File: src/rtl/clock_set_ctrl_pkg.sv
// Shared definitions for the clock/alarm settings controller: state codes,
// field widths, field limits and wrap-around increment helpers.
package clock_set_ctrl_pkg;

    localparam int unsigned HOUR_W = 5;
    localparam int unsigned MIN_W  = 6;

    localparam logic [HOUR_W-1:0] HOUR_MAX = 5'd23;
    localparam logic [MIN_W-1:0]  MIN_MAX  = 6'd59;

    typedef enum logic [2:0] {
        ST_RUN     = 3'd0,
        ST_SET_TH  = 3'd1,
        ST_SET_TM  = 3'd2,
        ST_SET_AH  = 3'd3,
        ST_SET_AM  = 3'd4,
        ST_SET_AEN = 3'd5
    } state_t;

    function automatic logic [HOUR_W-1:0] hour_inc(input logic [HOUR_W-1:0] h);
        return (h >= HOUR_MAX) ? '0 : h + 1'b1;
    endfunction

    function automatic logic [MIN_W-1:0] min_inc(input logic [MIN_W-1:0] m);
        return (m >= MIN_MAX) ? '0 : m + 1'b1;
    endfunction

endpackage

File: src/rtl/clock_set_ctrl_btn_debounce.sv
// Button conditioner: 2-FF synchroniser, ms-tick stability counter and rising-edge press pulse.
// With CLKSET_AUTOREPEAT_EN defined it also exports a "still held" level for auto-repeat.
module btn_debounce #(
    parameter int unsigned DEB_MS = 20
) (
    input  logic clk,
    input  logic rst_n,
    input  logic tick,
    input  logic btn,
`ifdef CLKSET_AUTOREPEAT_EN
    output logic held,
`endif
    output logic press
);

    localparam int unsigned DEB_W = (DEB_MS > 1) ? $clog2(DEB_MS + 1) : 1;

    logic [1:0]       sync_q;
    logic             level;
    logic             level_d;
    logic [DEB_W-1:0] cnt;

    always_ff @(posedge clk or negedge rst_n) begin
        if (!rst_n) begin
            sync_q  <= '0;
            level   <= 1'b0;
            level_d <= 1'b0;
            cnt     <= '0;
        end else begin
            sync_q  <= {sync_q[0], btn};
            level_d <= level;
            if (sync_q[1] == level) begin
                cnt <= '0;
            end else if (tick) begin
                if (cnt == DEB_W'(DEB_MS - 1)) begin
                    level <= sync_q[1];
                    cnt   <= '0;
                end else begin
                    cnt <= cnt + 1'b1;
                end
            end
        end
    end

    assign press = level & ~level_d;

`ifdef CLKSET_AUTOREPEAT_EN
    // Release is seen on the synchronised input before debounce confirms it,
    // so a queued repeat is not delivered after the button has let go.
    assign held = level & sync_q[1];
`endif

endmodule

File: src/rtl/clock_set_ctrl.sv
// Settings controller: debounced buttons drive a set-mode FSM that edits time and alarm fields.
// Optional feature macro: CLKSET_AUTOREPEAT_EN (auto-repeat of a held increment button).
module clock_set_ctrl
    import clock_set_ctrl_pkg::*;
#(
    parameter int unsigned CLK_FREQ        = 50_000_000,
    parameter int unsigned DEB_MS          = 20,
    parameter int unsigned TIMEOUT_S       = 30,
    parameter int unsigned HOLD_MS         = 1000,
    parameter int unsigned REPEAT_MS       = 250,
    parameter int unsigned INIT_ALARM_HOUR = 7,
    parameter int unsigned INIT_ALARM_MIN  = 30
) (
    input  logic              clk,
    input  logic              rst_n,
    input  logic              btn_mode,
    input  logic              btn_inc,
    input  logic [HOUR_W-1:0] cur_hour,
    input  logic [MIN_W-1:0]  cur_min,
    output logic              time_load,
    output logic [HOUR_W-1:0] time_hour,
    output logic [MIN_W-1:0]  time_min,
    output logic [HOUR_W-1:0] alarm_hour,
    output logic [MIN_W-1:0]  alarm_min,
    output logic              alarm_en,
    output logic [2:0]        mode
);

    localparam int unsigned TICK_DIV = (CLK_FREQ / 1000 > 0) ? CLK_FREQ / 1000 : 1;
    localparam int unsigned TICK_W   = (TICK_DIV > 1) ? $clog2(TICK_DIV) : 1;
    localparam int unsigned TO_MS    = TIMEOUT_S * 1000;
    localparam int unsigned TO_W     = $clog2(TO_MS + 1);

    logic [TICK_W-1:0] tick_cnt;
    logic              tick;
    logic              mode_ev;
    logic              inc_press;
    logic              inc_ev;
    logic              any_ev;
    logic [TO_W-1:0]   to_cnt;
    logic              timeout;
    state_t            state;
    state_t            state_nxt;

    always_ff @(posedge clk or negedge rst_n) begin
        if (!rst_n)    tick_cnt <= '0;
        else if (tick) tick_cnt <= '0;
        else           tick_cnt <= tick_cnt + 1'b1;
    end

    assign tick = (tick_cnt == TICK_W'(TICK_DIV - 1));

`ifdef CLKSET_AUTOREPEAT_EN
    logic inc_held;

    btn_debounce #(.DEB_MS(DEB_MS)) u_deb_mode (
        .clk(clk), .rst_n(rst_n), .tick(tick), .btn(btn_mode), .held(), .press(mode_ev)
    );
    btn_debounce #(.DEB_MS(DEB_MS)) u_deb_inc (
        .clk(clk), .rst_n(rst_n), .tick(tick), .btn(btn_inc), .held(inc_held), .press(inc_press)
    );

    localparam int unsigned RPT_W = $clog2(HOLD_MS + 1);

    logic [RPT_W-1:0] rpt_cnt;
    logic             rpt_q;
    logic             rpt_clr;

    // After the first repeat the counter is preloaded so later repeats come every REPEAT_MS.
    assign rpt_clr = ~inc_held | inc_press | mode_ev | (state_nxt != state);

    always_ff @(posedge clk or negedge rst_n) begin
        if (!rst_n) begin
            rpt_cnt <= '0;
            rpt_q   <= 1'b0;
        end else if (rpt_clr) begin
            rpt_cnt <= '0;
            rpt_q   <= 1'b0;
        end else if (tick) begin
            if (rpt_cnt == RPT_W'(HOLD_MS - 1)) begin
                rpt_q   <= 1'b1;
                rpt_cnt <= RPT_W'(HOLD_MS - REPEAT_MS);
            end else begin
                rpt_q   <= 1'b0;
                rpt_cnt <= rpt_cnt + 1'b1;
            end
        end else begin
            rpt_q <= 1'b0;
        end
    end

    assign inc_ev = inc_press | (rpt_q & inc_held);
`else
    btn_debounce #(.DEB_MS(DEB_MS)) u_deb_mode (
        .clk(clk), .rst_n(rst_n), .tick(tick), .btn(btn_mode), .press(mode_ev)
    );
    btn_debounce #(.DEB_MS(DEB_MS)) u_deb_inc (
        .clk(clk), .rst_n(rst_n), .tick(tick), .btn(btn_inc), .press(inc_press)
    );

    assign inc_ev = inc_press;
`endif

    assign any_ev  = mode_ev | inc_ev;
    assign timeout = (state != ST_RUN) && tick && !any_ev && (to_cnt == TO_W'(TO_MS - 1));

    always_ff @(posedge clk or negedge rst_n) begin
        if (!rst_n)                          to_cnt <= '0;
        else if (state == ST_RUN || any_ev) to_cnt <= '0;
        else if (tick)                       to_cnt <= to_cnt + 1'b1;
    end

    always_ff @(posedge clk or negedge rst_n) begin
        if (!rst_n) state <= ST_RUN;
        else        state <= state_nxt;
    end

    always_comb begin
        state_nxt = state;
        if (mode_ev) begin
            case (state)
                ST_RUN:     state_nxt = ST_SET_TH;
                ST_SET_TH:  state_nxt = ST_SET_TM;
                ST_SET_TM:  state_nxt = ST_SET_AH;
                ST_SET_AH:  state_nxt = ST_SET_AM;
                ST_SET_AM:  state_nxt = ST_SET_AEN;
                default:    state_nxt = ST_RUN;
            endcase
        end else if (timeout) begin
            state_nxt = ST_RUN;
        end
    end

    assign mode = state;

    // A mode press in the same cycle as an increment takes priority; the increment is lost.
    always_ff @(posedge clk or negedge rst_n) begin
        if (!rst_n) begin
            time_load  <= 1'b0;
            time_hour  <= '0;
            time_min   <= '0;
            alarm_hour <= HOUR_W'(INIT_ALARM_HOUR);
            alarm_min  <= MIN_W'(INIT_ALARM_MIN);
            alarm_en   <= 1'b1;
        end else begin
            time_load <= 1'b0;
            if (mode_ev) begin
                if (state == ST_RUN) begin
                    time_hour <= cur_hour;
                    time_min  <= cur_min;
                end
                if (state == ST_SET_TM) time_load <= 1'b1;
            end else if (inc_ev) begin
                case (state)
                    ST_SET_TH:  time_hour  <= hour_inc(time_hour);
                    ST_SET_TM:  time_min   <= min_inc(time_min);
                    ST_SET_AH:  alarm_hour <= hour_inc(alarm_hour);
                    ST_SET_AM:  alarm_min  <= min_inc(alarm_min);
                    ST_SET_AEN: alarm_en   <= ~alarm_en;
                    default:    ;
                endcase
            end
        end
    end

endmodule

File: config.mk
export PLATFORM = sky130hd
export DESIGN_NAME = clock_set_ctrl
export DESIGN_NICKNAME = d
export VERILOG_FILES = /design/src/rtl/clock_set_ctrl_pkg.sv /design/src/rtl/clock_set_ctrl_btn_debounce.sv /design/src/rtl/clock_set_ctrl.sv
export SDC_FILE = /design/constraint.sdc
export NUM_CORES = 1
export LEC_CHECK = 0
export BUFFER_PORTS_ARGS = -buffer_cell sky130_fd_sc_hd__buf_2
export CAP_MARGIN = 20
export CORE_ASPECT_RATIO = 0.7
export CORE_MARGIN = 4
export CORE_UTILIZATION = 60
export DETAILED_ROUTE_END_ITERATION = 7
export GPL_TIMING_DRIVEN = 0
export PLACE_DENSITY = 0.91
export SYNTH_ARGS = -nofsm -noshare
export SYNTH_HDL_FRONTEND = slang
export SYNTH_SLANG_ARGS = --single-unit
File: constraint.sdc
create_clock -name clk -period 3.47 [get_ports clk]
set_input_delay 0.1735 -clock clk [delete_from_list [all_inputs] [get_ports clk]]
set_output_delay 0.1735 -clock clk [all_outputs]
set_load 0.02 [all_outputs]
==> results.py <==
metrics = {
    "critical_path": {
        "r2r_end": "to_cnt[0]",
        "cp-end-kind": "flop",
        "ff2ff_path_depth": 4,
        "crit_path_start_kind": "flop",
        "critPathLaunch": "mode[2]",
        "required_ns": 3.69,
        "r2r_start": "mode[2]",
        "critPathMaxFanout": 10,
        "cp_data_arrival_time_ns": 2.50,
        "crit_type": "reg2reg",
        "reg2reg_setup_slack_ns": 1.19,
    },
    "floorplan": {
        "die_y_um": 77.2,
        "die-area_um2": 8260,
        "core-area_um2": 6430,
        "die_w_um": 107,
        "pin_count": 42,
        "start_util_pct": 63.9,
        "row_count": 24,
    },
    "yosys": {
        "yosysMostFrequentCell": "dfrtp_1",
        "synth_area_leaders": "dfrtp_1, dfstp_2, nand2_1",
        "synth_nets": 445,
        "synth_commonest_cells": "dfrtp_1, nand2_1, a21oi_1",
        "avgSynthCellArea_um2": 9.74,
        "postSynthCellCount": 422,
        "yosysTopAreaCellShare_pct": 41.4,
        "yosys.area.top_type": "dfrtp_1",
        "async_flop_share_pct": 100,
        "synth_flop_cell": "dfrtp_1",
        "synth.distinct_cells": 67,
        "synth-seq-area-share_pct": 46.5,
        "synth_area_um2": 4110,
        "synth_warnings": 0,
        "synth_edf_count": 0,
        "synth-seq-cells": 76,
    },
    "timing": {
        "holdWs_ns": 0.102,
        "max_slew.worst_pin.slew_ns": 1.04,
        "maxSlewHeadroom_pct": 29.2,
        "timing.final.ws_setup_ns": 1.19,
        "tns_ns": 0,
        "min_period_over_period_pct": 65.6,
        "fmax_ghz": 0.439,
        "final-hold-violation-count": 0,
        "final_max_slew_viol_count": 0,
        "skew_ns": 0.00622,
        "rsz0062_at_grt": "false",
        "fin_crit_ns": 2.28,
        "finalSetupViolCount": 0,
    },
    "min_path": {
        "hold_path_end": "time_hour[2]",
        "min_path_cells": 3,
        "hp-start": "cur_hour[2]",
        "worstHoldPathType": "in2reg",
    },
    "layout": {
        "area_growth_pct": 13.6,
        "layout-drive-gt1-share_pct": 18.4,
        "final_core_util_pct": 72.6,
        "multi_input_area_um2": 2070,
        "insertedDiodeCount": 0,
        "regArea_um2": 1910,
        "nFillCells": 495,
        "nets": 501,
    },
    "global_route": {
        "grt_pass1_wl_mm": 16.3,
        "grt_usage_pct": 24.4,
        "grt_overflow": 0,
        "grt_max_degree": 67,
        "first_global_vias": 3412,
        "antenna_found_initial": 0,
    },
    "pwr": {
        "worst_ir_drop_vdd_mv": 0.242,
        "cellLeakagePower_nw": 1.99,
        "powerDensity_nw_per_um2": 331,
    },
    "run_status": {
        "status": "complete, no violations",
    },
    "detailed_routing": {
        "drc_errors": 0,
        "viasPerCell": 6.10,
        "drt_iter0_drc": 232,
        "avgRoutedWirePerCell_um": 16.4,
        "vias": 3503,
        "drt_wl_total_mm": 9.44,
        "ant_nets": 0,
        "firstDrtPassIters": 4,
    },
    "cts": {
        "clockBufferDepth": 2,
        "numCtsBuffers": 9,
        "clk_pin_slew_ns": 0.08,
        "cts_tree": "yes",
        "clock-root-buffer": "clkbuf_8",
        "post_cts_buffers": 0,
        "clkLatencyLatePin_ns": 0.36,
        "cts.sink_count": 76,
        "htree_num_levels": 3,
    },
    "placement": {
        "gp_congestion": 0.870,
        "port_buffers": 41,
        "hpwl_mm": 6.59,
        "dpl_worst_slack_ns": 1.25,
    },
    "job": {
        "maxCapViolations": 0,
    },
}
## how the worst max path moves through the flow
stage / cells after the start / to
after floorplan: 5 / time_min[0]
after global placement: 8 / to_cnt[3]
after detailed placement: 4 / to_cnt[0]
after CTS: 4 / to_cnt[0]
after global routing: 8 / to_cnt[3]
final: 4 / to_cnt[0]
## cell usage in the layout (no fill, tap or decap), types with 5 or more instances in the layout
cell,n
dfrtp_1,68
nand2_1,49
buf_2,44
a21oi_1,25
o21ai_0,24
nand3_1,22
nor2_1,20
nand4_1,14
clkbuf_1,14
clkbuf_8,11
xnor2_1,10
or3_1,10
xor2_1,9
or4_1,9
and3_1,8
o31ai_1,8
ha_1,8
dfstp_2,8
nor4_1,7
inv_1,6
nor3_1,6
mux2_2,6
nand2b_1,6
nand3b_1,5
a22o_1,5
## layer usage
metal | track usage (%) | part of all wire (%)
met3 | 6.63 | 5.7
met4 | 6.51 | 0.88
met5 | 0 | 0
met1 | 33.5 | 46
met2 | 38.4 | 48
## stage by stage
step / total power, W / cell area, um2 / instances
global placement: 0.000934 / 4430 / 554
finish: 0.00155 / 4670 / 574
CTS: 0.00156 / 4670 / 574
detailed placement: 0.000939 / 4460 / 555
global route: 0.00160 / 4670 / 574
floorplan: 0.000908 / 4110 / 422
## report_power, final
| group | switching [W] | internal [W] | total, W |
|---|---|---|---|
| Clock | 0.000327 | 0.000297 | 0.000624 |
| Sequential | 0.00000127 | 0.000888 | 0.000889 |
| Combinational | 0.0000217 | 0.0000122 | 0.0000339 |
## critical path, cell delays in order, from the launching register on
cell	delay, ns
dfrtp_1	0.39
clkbuf_1	0.22
o311ai_1	0.94
clkbuf_1	0.47
nor2_1	0.12
## cell families after synthesis
| group | count (synthesis) | share of synthesized area, % |
|---|---|---|
| AND/OR/NAND/NOR | 183 | 25.8 |
| AO/OA/AOI/OAI | 97 | 15.3 |
| flip-flops | 76 | 46.5 |
| buffers and inverters | 28 | 2.98 |
| XOR/XNOR | 19 | 4.05 |
| multiplexers | 10 | 2.62 |
| adder cells (fa/ha/maj) | 9 | 2.68 |
## state kept, by name, summed over array words and instances (netlist names)
register,count
tick_cnt,16
to_cnt,15
alarm_min,6
time_min,6
alarm_hour,5
time_hour,5
u_deb_inc.cnt,5
u_deb_mode.cnt,5
mode,3
u_deb_inc.sync_q,2
u_deb_mode.sync_q,2
alarm_en,1
time_load,1
u_deb_inc.level,1
u_deb_inc.level_d,1
u_deb_mode.level,1
u_deb_mode.level_d,1
## area by class of cell
| type | instances | area share, % |
|---|---|---|
| inverter | 6 | 0.483 |
| tap | 91 | 2.44 |
| sequential | 76 | 41.0 |
| clock buffer | 12 | 3.32 |
| clock inverter | 4 | 0.509 |
| multi-input combinational | 318 | 44.5 |
| buffer | 22 | 2.14 |
| timing repair buffer | 45 | 5.68 |
## what timing repair did
item | CTS | global route
endpoints found under the setup margin | 0 | 0
hold buffers | 3 | 0
resized for setup | 0 | 0
hold endpoints to repair | 73 | 0
Power figures use the tool's default switching activity.
